===== src/rtl/program_loader.sv =====
// Boot-time loader: packs a big-endian byte stream into 32-bit words, writes them to
// instruction RAM from address 0, then releases the core once the terminator word arrives.
module program_loader #(
    parameter int unsigned ADDR_WIDTH = 8,
    parameter logic [31:0] END_WORD   = 32'hFFFF_FFFF
) (
    input  logic                  clk,
    input  logic                  reset,
    input  logic                  start,
    input  logic [7:0]            byte_in,
    input  logic                  byte_valid,
    output logic                  byte_ready,
    output logic                  imem_write_en,
    output logic [ADDR_WIDTH-1:0] imem_write_addr,
    output logic [31:0]           imem_write_data,
    output logic                  cpu_hold,
    output logic                  cpu_reset,
    output logic                  load_done,
    output logic                  load_error,
    output logic [ADDR_WIDTH:0]   word_count
);

    typedef enum logic [2:0] {
        S_IDLE,
        S_LOAD,
        S_WRITE,
        S_RELEASE,
        S_RUN,
        S_ERROR
    } state_t;

    localparam logic [ADDR_WIDTH:0] WORD_LIMIT = {1'b1, {ADDR_WIDTH{1'b0}}};

    state_t      state;
    logic [1:0]  byte_idx;
    logic [23:0] partial;
    logic        accept;
    logic [31:0] next_word;

    always_comb begin
        accept    = (state == S_LOAD) && byte_valid && byte_ready;
        next_word = {partial, byte_in};
    end

    always_ff @(posedge clk or posedge reset) begin
        if (reset) begin
            state           <= S_IDLE;
            byte_idx        <= '0;
            partial         <= '0;
            byte_ready      <= 1'b0;
            imem_write_en   <= 1'b0;
            imem_write_addr <= '0;
            imem_write_data <= '0;
            cpu_hold        <= 1'b1;
            cpu_reset       <= 1'b1;
            load_done       <= 1'b0;
            load_error      <= 1'b0;
            word_count      <= '0;
        end else begin
            imem_write_en <= 1'b0;
            case (state)
                S_IDLE, S_RUN, S_ERROR: begin
                    if (start) begin
                        state      <= S_LOAD;
                        byte_idx   <= '0;
                        word_count <= '0;
                        load_done  <= 1'b0;
                        load_error <= 1'b0;
                        cpu_hold   <= 1'b1;
                        cpu_reset  <= 1'b1;
                        byte_ready <= 1'b1;
                    end
                end

                S_LOAD: begin
                    if (accept) begin
                        partial  <= {partial[15:0], byte_in};
                        byte_idx <= byte_idx + 2'd1;
                        if (byte_idx == 2'd3) begin
                            byte_ready <= 1'b0;
                            // Terminator takes priority over the overflow test so a
                            // full-depth image still boots.
                            if (next_word == END_WORD) begin
                                state    <= S_RELEASE;
                                cpu_hold <= 1'b0;
                            end else if (word_count == WORD_LIMIT) begin
                                state      <= S_ERROR;
                                load_error <= 1'b1;
                            end else begin
                                state           <= S_WRITE;
                                imem_write_en   <= 1'b1;
                                imem_write_addr <= word_count[ADDR_WIDTH-1:0];
                                imem_write_data <= next_word;
                            end
                        end
                    end
                end

                S_WRITE: begin
                    state      <= S_LOAD;
                    byte_ready <= 1'b1;
                    if (word_count != WORD_LIMIT) begin
                        word_count <= word_count + 1'b1;
                    end
                end

                S_RELEASE: begin
                    state     <= S_RUN;
                    cpu_reset <= 1'b0;
                    load_done <= 1'b1;
                end

                default: begin
                    state <= S_IDLE;
                end
            endcase
        end
    end

endmodule


===== config.mk =====
export PLATFORM = sky130hd
export DESIGN_NAME = program_loader
export DESIGN_NICKNAME = d
export VERILOG_FILES = /design/src/rtl/program_loader.sv
export SDC_FILE = /design/constraint.sdc
export NUM_CORES = 1
export LEC_CHECK = 0
export ABC_AREA = 1
export BUFFER_PORTS_ARGS = -buffer_cell sky130_fd_sc_hd__buf_2
export CORE_MARGIN = 2
export CORE_UTILIZATION = 59
export DETAILED_ROUTE_END_ITERATION = 8
export PLACE_DENSITY = 0.94
export SLEW_MARGIN = 20
export SYNTH_ARGS = -nofsm -noshare
export SYNTH_HDL_FRONTEND = slang
export SYNTH_SLANG_ARGS = --single-unit

===== constraint.sdc =====
create_clock -name clk -period 6.5 [get_ports clk]
set_clock_uncertainty 0.05 [all_clocks]
set_input_delay 0.65 -clock clk [delete_from_list [all_inputs] [get_ports clk]]
set_output_delay 0.65 -clock clk [all_outputs]
set_load 0.01 [all_outputs]

==> flow_summary.ini <==
[synthesis]
synth-seq-area-share_pct = 56.5
synth_top_area_cell = dfrtp_1
syn_inst = 408
synth_area_per_cell_um2 = 9.13
ys_warn_count = 0
synth_edf_count = 0
netlist_area_um2 = 3720
synth_common_cells = 139 x nand2_1, 82 x dfrtp_1, 45 x inv_1, 40 x o21ai_0, 32 x o21ai_2
syn_nets = 423
yosysTopAreaCellShare_pct = 55.1
synth_cell_types = 27
synth_seq_cells = 84
synthArstFlopShare_pct = 100
synth_ff_type = dfrtp_1
yosysMostFrequentCell = nand2_1
synth_area_leaders = dfrtp_1 55%, nand2_1 14%, o21ai_2 7.5%

[worst_setup_path]
setup.worst_path.end_class = flip-flop
critPathLaunchType = flip-flop
crit_arrival_ns = 2.89
critPathKind = reg2reg
required_ns = 6.73
worst-path-max-fanout = 73

[die]
dieArea_um2 = 6960
num_rows = 28
core_region_area_um2 = 6030
num_io_pins = 67
die_h_um = 83.4
start_util_pct = 61.8
die_w_um = 83.4

[routing]
drc = 0
initialDrtViolationCount = 172
vias = 2923
routed_wl_um = 7460
dr.pass1.iters = 4
wl_per_cell_um = 13.5
postRouteAntennaNets = 0
post_drt_via_cell_ratio = 5.29

[pwr]
power.share.clock_pct = 21.8
combinationalPowerShare_pct = 29.0
p_int_mw = 0.975
power_switching_mw = 0.559
powerDensity_nw_per_um2 = 362
swShare_pct = 36.4
peakVddDrop_mv = 0.167
pwr-share-seq_pct = 49.2
p_leak_nw = 2.23

[placement]
gp_congestion = 0.902
dp_slack_ns = 3.71
dp.cells = 538
port_buffers = 66
hpwl_um = 5200

[grt]
met2_usage_pct = 35.4
grt_pass1_vias = 2774
grt_usage_pct = 22.6
grt-busiest-layer = met2
grtUsageMet3_pct = 3.38
grt_util_met1_pct = 31.4
grt_pass1_wl_um = 12700
grt_max_degree = 85
antenna_found_initial = 0
grt-ovfl-total = 0

[sta]
setup_viol = 0
timing.slew.headroom_pct = 37.4
clock.fmax_mhz = 375
tightest_slew_ns = 0.940
drv_slew = 0
min_period_ns = 2.67
fin_setup_tns_ns = 0
period_share_pct = 41.0
hold_ws_ns = 0.424
hold_viol_final = 0
rsz0062_at_grt = false
post-route-worst-setup-slack_ns = 3.83

[cells_and_area]
diodes = 0
drive_gt1_share_pct = 26.2
final_cells = 553
nets = 489
fillers = 455
syn_to_final_growth_pct = 13.8

[clock_network]
clk_pin_slew_worst_paths_ns = 0.08
cts_resized = 0
post_cts_buffers = 0
htree_levels = 3
cts_max_path_buffers = 2
cts_tree = yes
cts-root-buf = clkbuf_8
clock_latency_ns = 0.35
cts_buffers = 9
cts.sinks = 84
hold_buffers = 0

[worst_hold_path]
hold_class = in2async

[status]
outcome = finished clean

[flow_run]
cap_violations = 0
[path summary, 6_finish.rpt]
| kind | start | end | slack, ns | cells after the start |
|---|---|---|---|---|
| setup / recovery | state[2] | imem_write_data[29] | 3.83 | 9 |
| min in group clk | cpu_hold | cpu_hold | 0.42 | 2 |
| hold reg to reg | cpu_hold | cpu_hold | 0.42 | 2 |
| max in group asynchronous | reset | imem_write_data[27] | 5.46 | 3 |
| hold / removal | reset | word_count[2] | 0.42 | 3 |
| setup reg to reg | state[2] | imem_write_data[29] | 3.83 | 9 |
[cells by family (layout without fill, tap and decap cells)]
logic type	Yosys count	count (layout)	share of synthesized area [%]
and+or+nand+nor	181	181	20.3
DFF	84	84	56.5
AOI/OAI and AO/OA	80	80	14.6
buffers and inverters	59	129	7.36
adders and majority gates	3	3	1.01
xor gates and xnor gates	1	1	0.235
[cell type report]
| cell class | count | area [µm²] | share of cell area (%) |
|---|---|---|---|
| Multi-Input combinational cell | 265 | 1350 | 31.7 |
| Clock inverter | 4 | 25.0 | 0.590 |
| Tap cell | 75 | 93.8 | 2.21 |
| Timing Repair Buffer | 67 | 342 | 8.06 |
| Clock buffer | 11 | 151 | 3.57 |
| Sequential cell | 84 | 2100 | 49.6 |
| Inverter | 47 | 178 | 4.19 |
[worst max-delay path, cell delays in order, from the launching register on]
cell and delay, ns:
dfrtp_1 0.39, inv_1 0.09, nand2_2 0.13, nor2_4 0.16, nand2_4 0.27, nor2_4 0.22
nand3_4 0.68, inv_2 0.40, nand2_1 0.10, nand2_1 0.07
[cell usage in the layout, fill, tap and decap left out, types with 2 or more instances in the layout]
cell,netlist,layout
nand2_1,139,139
dfrtp_1,82,82
buf_2,0,66
inv_1,45,44
o21ai_0,40,40
o21ai_2,32,32
nor2_1,16,16
nand3_1,14,14
clkbuf_8,0,11
nor3_1,3,3
clkinv_2,0,3
a21oi_1,3,3
ha_1,3,3
nand4_1,2,2
nor2_4,2,2
a21boi_0,2,2
clkinvlp_4,0,2
dfstp_2,2,2
[metrics by stage]
| stage | power [mW] | util [%] | cell area [µm²] |
|---|---|---|---|
| 2_1_floorplan | 1.06 | - | 3720 |
| 3_3_place_gp | 1.18 | 67.4 | 4060 |
| 3_5_place_dp | 1.21 | 67.4 | 4060 |
| 4_1_cts | 1.54 | 70.3 | 4240 |
| 5_1_grt | 1.64 | 70.3 | 4240 |
| 6_report | 1.53 | 70.3 | 4240 |
[flip-flops by register name, summed over array words and instances, names as in the netlist]
register and count:
imem_write_data 32, cpu_hold 1, word_count 9, imem_write_en 1, load_error 1, byte_ready 1
load_done 1, state 3, partial 24, byte_idx 2, cpu_reset 1, imem_write_addr 8
[power groups by stage]
stage / Sequential (mW) / Combinational [mW] / Clock [mW]
after floorplan: 0.773 / 0.287 / 0
after global placement: 0.756 / 0.422 / 0
after detailed placement: 0.761 / 0.446 / 0
after CTS: 0.753 / 0.451 / 0.340
after global routing: 0.772 / 0.505 / 0.361
final: 0.755 / 0.445 / 0.334
[per-layer routing]
layer / routed length, µm / vias up
li1: - / 1420
met1: 3320 / 1407
met5: 0 / -
met2: 3670 / 78
met4: 158 / 0
met3: 314 / 18
(Power assumes the default switching activity.)
